File: src/rtl/ahb_lite_dma_master.sv
// Single-outstanding AHB-Lite master: takes one command at a time, runs one
// NONSEQ transfer with wait/error/timeout handling, returns one response.
module ahb_lite_dma_master #(
  parameter int unsigned TIMEOUT_CYCLES = 256
) (
  input  logic        core_clk,
  input  logic        reset_l,
  input  logic        cmd_valid,
  output logic        cmd_ready,
  input  logic        cmd_write,
  input  logic [31:0] cmd_addr,
  input  logic [2:0]  cmd_size,
  input  logic [63:0] cmd_wdata,
  output logic        rsp_valid,
  input  logic        rsp_ready,
  output logic [63:0] rsp_rdata,
  output logic [1:0]  rsp_err,
  output logic        bus_hung,
  output logic [31:0] haddr,
  output logic [2:0]  hburst,
  output logic        hmastlock,
  output logic [3:0]  hprot,
  output logic [2:0]  hsize,
  output logic [1:0]  htrans,
  output logic        hwrite,
  output logic [63:0] hwdata,
  output logic        hsel,
  input  logic [63:0] hrdata,
  input  logic        hready,
  input  logic        hresp
);

  typedef enum logic [2:0] {
    ST_IDLE = 3'd0,
    ST_ADDR = 3'd1,
    ST_DATA = 3'd2,
    ST_RESP = 3'd3,
    ST_HUNG = 3'd4
  } state_t;

  localparam logic [15:0] TMO_LIMIT = 16'(TIMEOUT_CYCLES);

  state_t      state_q, state_d;
  logic [31:0] haddr_q, haddr_d;
  logic [2:0]  hsize_q, hsize_d;
  logic        hwrite_q, hwrite_d;
  logic [63:0] wdata_q, wdata_d;
  logic [63:0] hwdata_q, hwdata_d;
  logic [1:0]  htrans_q, htrans_d;
  logic        hsel_q, hsel_d;
  logic        rsp_valid_q, rsp_valid_d;
  logic [63:0] rsp_rdata_q, rsp_rdata_d;
  logic [1:0]  rsp_err_q, rsp_err_d;
  logic        bus_hung_q, bus_hung_d;
  logic [15:0] tmo_cnt_q, tmo_cnt_d;
  logic [15:0] tmo_inc_s;

  function automatic logic cmd_legal(input logic [2:0] size, input logic [31:0] addr);
    logic ok;
    case (size)
      3'd0:    ok = 1'b1;
      3'd1:    ok = (addr[0] == 1'b0);
      3'd2:    ok = (addr[1:0] == 2'b00);
      3'd3:    ok = (addr[2:0] == 3'b000);
      default: ok = 1'b0;
    endcase
    return ok;
  endfunction

  assign tmo_inc_s = tmo_cnt_q + 16'd1;

  // Next-state and next-output logic; bus outputs default to idle each cycle
  always_comb begin
    state_d     = state_q;
    haddr_d     = haddr_q;
    hsize_d     = hsize_q;
    hwrite_d    = hwrite_q;
    wdata_d     = wdata_q;
    hwdata_d    = 64'd0;
    htrans_d    = 2'b00;
    hsel_d      = 1'b0;
    rsp_valid_d = rsp_valid_q;
    rsp_rdata_d = rsp_rdata_q;
    rsp_err_d   = rsp_err_q;
    bus_hung_d  = bus_hung_q;
    tmo_cnt_d   = tmo_cnt_q;
    case (state_q)
      ST_IDLE: begin
        if (cmd_valid) begin
          if (cmd_legal(cmd_size, cmd_addr)) begin
            state_d  = ST_ADDR;
            haddr_d  = cmd_addr;
            hsize_d  = cmd_size;
            hwrite_d = cmd_write;
            wdata_d  = cmd_wdata;
            htrans_d = 2'b10;
            hsel_d   = 1'b1;
          end else begin
            state_d     = ST_RESP;
            rsp_valid_d = 1'b1;
            rsp_rdata_d = 64'd0;
            rsp_err_d   = 2'b11;
          end
        end else begin
          state_d = ST_IDLE;
        end
      end
      ST_ADDR: begin
        if (hready) begin
          state_d   = ST_DATA;
          tmo_cnt_d = 16'd0;
          hwdata_d  = hwrite_q ? wdata_q : 64'd0;
        end else begin
          htrans_d = 2'b10;
          hsel_d   = 1'b1;
        end
      end
      ST_DATA: begin
        if (hready) begin
          // First beat of a two-cycle error response is just another wait
          state_d     = ST_RESP;
          rsp_valid_d = 1'b1;
          rsp_err_d   = hresp ? 2'b01 : 2'b00;
          rsp_rdata_d = (!hwrite_q && !hresp) ? hrdata : 64'd0;
        end else begin
          tmo_cnt_d = tmo_inc_s;
          if (tmo_inc_s == TMO_LIMIT) begin
            state_d     = ST_RESP;
            rsp_valid_d = 1'b1;
            rsp_err_d   = 2'b10;
            rsp_rdata_d = 64'd0;
            bus_hung_d  = 1'b1;
          end else begin
            hwdata_d = hwrite_q ? wdata_q : 64'd0;
          end
        end
      end
      ST_RESP: begin
        if (rsp_ready) begin
          state_d     = bus_hung_q ? ST_HUNG : ST_IDLE;
          rsp_valid_d = 1'b0;
          rsp_rdata_d = 64'd0;
          rsp_err_d   = 2'b00;
        end else begin
          state_d = ST_RESP;
        end
      end
      ST_HUNG: begin
        state_d = ST_HUNG;
      end
      default: begin
        state_d = ST_IDLE;
      end
    endcase
  end

  // State and registered outputs
  always_ff @(posedge core_clk or negedge reset_l) begin
    if (!reset_l) begin
      state_q     <= ST_IDLE;
      haddr_q     <= 32'd0;
      hsize_q     <= 3'd0;
      hwrite_q    <= 1'b0;
      wdata_q     <= 64'd0;
      hwdata_q    <= 64'd0;
      htrans_q    <= 2'b00;
      hsel_q      <= 1'b0;
      rsp_valid_q <= 1'b0;
      rsp_rdata_q <= 64'd0;
      rsp_err_q   <= 2'b00;
      bus_hung_q  <= 1'b0;
      tmo_cnt_q   <= 16'd0;
    end else begin
      state_q     <= state_d;
      haddr_q     <= haddr_d;
      hsize_q     <= hsize_d;
      hwrite_q    <= hwrite_d;
      wdata_q     <= wdata_d;
      hwdata_q    <= hwdata_d;
      htrans_q    <= htrans_d;
      hsel_q      <= hsel_d;
      rsp_valid_q <= rsp_valid_d;
      rsp_rdata_q <= rsp_rdata_d;
      rsp_err_q   <= rsp_err_d;
      bus_hung_q  <= bus_hung_d;
      tmo_cnt_q   <= tmo_cnt_d;
    end
  end

  assign cmd_ready = (state_q == ST_IDLE);
  assign rsp_valid = rsp_valid_q;
  assign rsp_rdata = rsp_rdata_q;
  assign rsp_err   = rsp_err_q;
  assign bus_hung  = bus_hung_q;
  assign haddr     = haddr_q;
  assign hsize     = hsize_q;
  assign hwrite    = hwrite_q;
  assign hwdata    = hwdata_q;
  assign htrans    = htrans_q;
  assign hsel      = hsel_q;
  assign hburst    = 3'b000;
  assign hmastlock = 1'b0;
  assign hprot     = 4'b0011;

endmodule

File: config.mk
export PLATFORM = sky130hd
export DESIGN_NAME = ahb_lite_dma_master
export DESIGN_NICKNAME = d
export VERILOG_FILES = /design/src/rtl/ahb_lite_dma_master.sv
export SDC_FILE = /design/constraint.sdc
export NUM_CORES = 1
export LEC_CHECK = 0
export ABC_AREA = 1
export BUFFER_PORTS_ARGS = -buffer_cell sky130_fd_sc_hd__clkbuf_2
export CAP_MARGIN = 20
export CELL_PAD_IN_SITES_DETAIL_PLACEMENT = 2
export CELL_PAD_IN_SITES_GLOBAL_PLACEMENT = 2
export CORE_MARGIN = 2
export CORE_UTILIZATION = 28
export CTS_CLUSTER_SIZE = 14
export DETAILED_ROUTE_END_ITERATION = 16
export GPL_TIMING_DRIVEN = 1
export PLACE_DENSITY_LB_ADDON = 0.1
export SLEW_MARGIN = 0
export SYNTH_ARGS = -nofsm -noshare
export SYNTH_HDL_FRONTEND = slang
export SYNTH_SLANG_ARGS = --single-unit
File: constraint.sdc
create_clock -name core_clk -period 2.7 [get_ports core_clk]
set_input_delay 0.54 -clock core_clk [delete_from_list [all_inputs] [get_ports core_clk]]
set_output_delay 0.54 -clock core_clk [all_outputs]
set_load 0.05 [all_outputs]
==> impl_metrics.tcl, run 1 <==
set metrics [dict create \
    status "complete, no violations" \
    die_w_um 192.7 \
    critPathMaxFanout 30 \
    reg2reg_depth 13 \
    whs_path_depth 3 \
    fin_crit_ps 2422 \
    drive_above_1_share 0.2878 \
    hold_ws_ps 188.2 \
    clock_latency_ps 550 \
    drv_slew 0 \
    ys_types 29 \
    design.core.area_sq_um 35310 \
    cts_max_level 1 \
    path_clk_slew_ps 60 \
    leakage_nw 7.307 \
    numPortBuffers 340 \
    hold_viol 0 \
    vias 8707 \
    syn_to_final_growth_pct 32.48 \
    grt_pass1_vias 9344 \
    cp.arrival_ps 2810 \
    num_io_pins 350 \
    finClkSkew_ps 14.42 \
    wl_per_cell_um 17.61 \
    drc 0 \
    fmax_mhz 413.0 \
    syn_area_per_cell_sq_um 8.851 \
    grt_overflow 0 \
    power_density_nw_per_um2 1117 \
    numClockSinks 252 \
    r2r-end "hwdata[9]$_DFF_PN0_" \
    worstMarginPinSlew_ps 778.2 \
    max_slew_margin 0.4812 \
    endpoint_kind "flop" \
    rsz0062_at_grt "no" \
    critPathLaunchType "flop" \
    cts_max_path_buffers 3 \
    initialDrtViolationCount 242 \
    maxCapViolCount 0 \
    cts_tree "done" \
    seq_area_frac_synth 0.6328 \
    synth-edff-count 0 \
    grt_max_degree 98 \
    fin_setup_tns_ps 0 \
    vias_per_cell 4.484 \
    fp.dieArea_sq_um 37120 \
    cp-startpoint "tmo_cnt_q[1]$_DFFE_PN0P_" \
    crit_path_end "hwdata[9]$_DFF_PN0_" \
    gp_congestion 0.7523 \
    reg2reg_from "tmo_cnt_q[1]$_DFFE_PN0P_" \
    peakVddDrop_mv 0.4668 \
    syn_area_sq_um 9966 \
    numCtsBuffers 30 \
    setup_viol 0 \
    routed_wl_um 34200 \
    ys.flop_type "dfrtp_1" \
    async_flop_share 1.000 \
    firstDrtPassIters 4 \
    gr-usage-all-layers 0.1818 \
    grt_pass1_wl_um 53250 \
    dp_slack_ps 182.8 \
    ant_nets 0 \
    finalCritPeriodShare 0.8969 \
    rrSetupSlack_ps 280 \
    postCtsSetupRepairBufs 0 \
    hold_class "in2reg" \
    critPathKind "reg2reg" \
    crit_required_ps 3090 \
    die_y_um 192.7 \
    final.setup.worst_slack_ps 278.5 \
    std_cell_rows 69 \
    ys_ff_latch 252 \
    dp_hpwl_um 23880 \
    start_util 0.2822 \
    cts_root_buffer "clkbuf_16" \
    nNetsFinal 1631 \
    yosys_warnings 0 \
    netlist_instances 1126 \
    antenna_found_initial 1 \
]
[cell usage in the layout, fill, tap and decap left out, drive strengths merged]
master       synthesis  final
nand2              612    612
clkbuf              34    389
dfrtp              252    252
a21oi               68     68
inv                 32     31
nor2                28     28
buf                 34     23
o21ai               19     19
nand3               18     18
nand4                9      9
conb                 2      9
o22ai                6      6
nor3                 4      4
clkinv               0      3
a21o                 2      2
diode                0      1
a32o                 1      1
or2                  1      1
a31oi                1      1
o21bai               1      1
xor2                 1      1
ha                   1      1
dlygate4sd3          0      1
[kinds of logic after synthesis]
group,Yosys count,share of synthesized area
AOI/OAI and AO/OA,98,0.05135
adders and majority gates,1,0.001255
DFF,252,0.6328
other,2,0.0007536
and+or+nand+nor,672,0.2650
buffers and inverters,100,0.04796
xor gates and xnor gates,1,0.0008790
[synth_stat cells, drive strengths merged, types with 2 or more instances]
library cell	n	area (sq um)
nand2	612	2327
dfrtp	252	6306
a21oi	68	340.3
buf	34	230.2
clkbuf	34	127.6
inv	32	120.1
nor2	28	120.1
o21ai	19	95.09
nand3	18	95.09
nand4	9	56.30
o22ai	6	37.54
nor3	4	36.29
a21o	2	15.01
conb	2	7.510
[routing by layer]
| metal | vias to the layer above | routed length [um] | GRT usage |
|---|---|---|---|
| li1 | 4136 | - | - |
| met5 | - | 0 | 0 |
| met3 | 33 | 2945 | 0.05874 |
| met4 | 0 | 529 | 0.03435 |
| met2 | 233 | 16240 | 0.3065 |
| met1 | 4305 | 14490 | 0.2290 |
[where the power goes]
group          switching, mW  internal [mW]  leakage [nW]
Combinational           4.16           1.25          3.50
Sequential             0.666           4.85          3.35
Clock                   1.55           2.28         0.454
[stage by stage]
| step | instance area, sq um | util | instances | power [mW] |
|---|---|---|---|---|
| floorplan | 9997 | - | 1133 | 9.340 |
| global placement | 12250 | 0.3470 | 1888 | 10.92 |
| detailed placement | 12250 | 0.3470 | 1888 | 11.08 |
| CTS | 13190 | 0.3736 | 1941 | 15.03 |
| global route | 13200 | 0.3739 | 1942 | 15.74 |
| finish | 13200 | 0.3739 | 1942 | 14.75 |
[area by class of cell]
type / instances / area (sq um)
flip-flops and latches: 252 / 6306
repair buffers: 363 / 2024
clock buffers: 50 / 917.1
multi-input cells: 781 / 3244
inverters: 32 / 121.4
fillers: 4049 / 22110
well taps: 461 / 576.8
clock inverters: 2 / 10.01
diodes: 1 / 2.502
[critical path: stages (launching register included)]
cell	delay, ps
dfrtp_1	400
ha_1	260
nand3_2	130
nor2_4	180
nand2_1	110
nor2_1	140
nand2_1	60
nand2_1	80
nand2_1	50
nor2_1	100
nand2_1	100
nand2_2	130
buf_4	360
a21oi_1	130
[state kept, by name, indices dropped and copies added (netlist names)]
name       cells
hwdata        64
rsp_rdata     64
hsize          3
rsp_valid      1
wdata_q       64
hwrite         1
haddr         32
bus_hung       1
rsp_err        2
htrans         1
state_q        3
tmo_cnt_q     16
[timing repair]
action,in CTS,in global routing
endpoints found under the hold margin,56,0
hold buffers,1,0
endpoints found under the setup margin,0,57
resized for setup,0,2
[how the worst min path moves through the flow]
stage                                  start                        end  slack [ps]
CTS                               hrdata[45]  rsp_rdata[45]$_DFFE_PN0P_         160
global placement    rsp_rdata[7]$_DFFE_PN0P_   rsp_rdata[7]$_DFFE_PN0P_         450
floorplan                            reset_l       bus_hung$_DFFE_PN0P_         240
finish                            hrdata[45]  rsp_rdata[45]$_DFFE_PN0P_         190
global route                   cmd_wdata[32]    wdata_q[32]$_DFFE_PN0P_         180
detailed placement     haddr[11]$_DFFE_PN0P_      haddr[11]$_DFFE_PN0P_         460
No activity file was read; power rests on OpenSTA's default activity.
==> inputs of run 2 (changes only) <==
CORE_UTILIZATION = 26   (was 28)
clock period = 2 ns   (was 2.7 ns; I/O delays follow)
==> impl_metrics.tcl, run 2 (synthesis results as in run 1) <==
set metrics [dict create \
    status "complete, but fails checks" \
    violations "negative setup slack" \
    dp_hpwl_um 25490 \
    final_common_cell "nand2_1" \
    peakVddDrop_mv 0.7452 \
    vias 9031 \
    hold_class "in2reg" \
    routed_wl_um 38020 \
    syn_to_final_growth_pct 45.95 \
    cts_max_path_buffers 3 \
    critPathKind "reg2reg" \
    nNetsFinal 1696 \
    cts_max_level 1 \
    start_util 0.2646 \
    drc 0 \
    dp_slack_ps -279.7 \
    final_core_utilization 0.3862 \
    power_frac_seq 0.336 \
    layout_common_cells "nand2_1, clkbuf_2, dfrtp_1" \
    initialDrtViolationCount 294 \
    std_cell_rows 71 \
    finalCritPeriodShare 1.081 \
    critPathLaunchType "flop" \
    maxCapViolCount 0 \
    leakage_nw 7.855 \
    clkPwrFrac 0.244 \
    power_density_nw_per_um2 1526 \
    p_comb_frac 0.420 \
    design.core.area_sq_um 37670 \
    drv_slew 0 \
    numPortBuffers 340 \
    numCtsBuffers 31 \
    grt_pass1_wl_um 57150 \
    path_clk_slew_ps 60 \
    cts_tree "done" \
    drive_above_1_share 0.3801 \
    ant_nets 0 \
    vias_per_cell 4.384 \
    hold_viol 0 \
    reg2reg_from "tmo_cnt_q[1]$_DFFE_PN0P_" \
    gr-usage-all-layers 0.1857 \
    rsz0062_at_grt "yes" \
    wl_per_cell_um 18.46 \
    cp.arrival_ps 2620 \
    numClockSinks 252 \
    p_int_mw 12.68 \
    reg2reg_depth 16 \
    fin_crit_ps 2162 \
    firstDrtPassIters 4 \
    swShare 0.4284 \
    switching_power_mw 9.508 \
    min_to "haddr[14]$_DFFE_PN0P_" \
    fin_setup_tns_ps -16880 \
    fp.dieArea_sq_um 39910 \
    critPathMaxFanout 11 \
    rrSetupSlack_ps -160 \
    grt_max_degree 62 \
    r2r-end "rsp_rdata[37]$_DFFE_PN0P_" \
    grt_overflow 0 \
    grt_pass1_vias 9869 \
    cts_root_buffer "clkbuf_16" \
    die_y_um 199.8 \
    gp_congestion 0.7396 \
    worstHoldStart "cmd_addr[14]" \
    endpoint_kind "flop" \
    whs_path_depth 3 \
    final.setup.worst_slack_ps -162.3 \
    crit_required_ps 2450 \
    clock_latency_ps 570 \
    finClkSkew_ps 9.372 \
    antenna_found_initial 3 \
    setup_viol 132 \
    hold_ws_ps 28.82 \
    num_io_pins 350 \
    fmax_mhz 462.5 \
    die_w_um 199.8 \
]
-- run 2: cell types whose count changed in the layout (fill, tap and decap cells not counted), sizes merged --
cell         before  now
clkbuf          389  395
buf              23   77
clkinvlp          0    1
bufinv            0    1
inv              31   32
dlygate4sd3       1    4
clkinv            3    4
diode             1    2
-- run 2: worst max path at each step --
stage / from / to / slack, ps / cells after the start
floorplan: state_q[1]$_DFFE_PN0P_ / haddr[10]$_DFFE_PN0P_ / 6 / 8
global placement: tmo_cnt_q[3]$_DFFE_PN0P_ / rsp_rdata[20]$_DFFE_PN0P_ / -190 / 12
detailed placement: tmo_cnt_q[2]$_DFFE_PN0P_ / rsp_valid$_DFFE_PN0P_ / -280 / 12
CTS: tmo_cnt_q[1]$_DFFE_PN0P_ / rsp_rdata[2]$_DFFE_PN0P_ / -170 / 16
global route: tmo_cnt_q[1]$_DFFE_PN0P_ / rsp_rdata[37]$_DFFE_PN0P_ / -360 / 15
finish: tmo_cnt_q[1]$_DFFE_PN0P_ / rsp_rdata[37]$_DFFE_PN0P_ / -160 / 16
-- run 2: area by class of cell --
type	instances	area, sq um
well taps	511	639.4
fillers	4238	23120
inverters	32	121.4
multi-input cells	781	3623
clock buffers	49	913.4
flip-flops and latches	252	6309
diodes	2	5.005
clock inverters	6	61.31
repair buffers	427	2873
-- run 2: stage by stage --
step	total power [mW]	area [sq um]	cells
after floorplan	12.64	10020	1133
final	22.19	14550	2060
after detailed placement	15.50	12670	1975
after CTS	21.84	14030	2047
after global placement	15.33	12670	1975
after global routing	23.60	14550	2060
-- run 2: power groups by stage --
| stage | Combinational [mW] | Clock (mW) | Sequential (mW) |
|---|---|---|---|
| finish | 9.32 | 5.41 | 7.47 |
| global route | 10.1 | 5.82 | 7.67 |
| CTS | 8.77 | 5.62 | 7.46 |
| detailed placement | 8.01 | 0 | 7.49 |
| global placement | 7.88 | 0 | 7.45 |
| floorplan | 2.77 | 0 | 9.86 |
-- run 2: metal layers --
metal | wire length, um | track usage | part of all wire
met5 | 13 | 0 | 0.00034
met4 | 732 | 0.04499 | 0.019
met3 | 2717 | 0.05679 | 0.071
met2 | 19020 | 0.3234 | 0.50
met1 | 15540 | 0.2241 | 0.41
-- run 2: critical path: stages, from the launching register on --
cell and delay [ps]:
dfrtp_1 390, ha_2 220, nand3_4 80, nor2_4 160, buf_6 130, nand3_2 50
nand2_1 60, nand2_1 60, inv_2 60, nand2_2 60, nor2_2 90, nand2_2 80
nand2_4 120, nand2_8 140, clkbuf_16 220, nand2_2 70, nand2_1 50
-- run 2: what timing repair did --
action	in CTS	in global routing
endpoints found under the setup margin	133	135
setup buffers	8	3
hold endpoints to repair	29	0
hold buffers	4	0
gates resized for setup	43	87
pin swaps	6	6
cloned	5	8
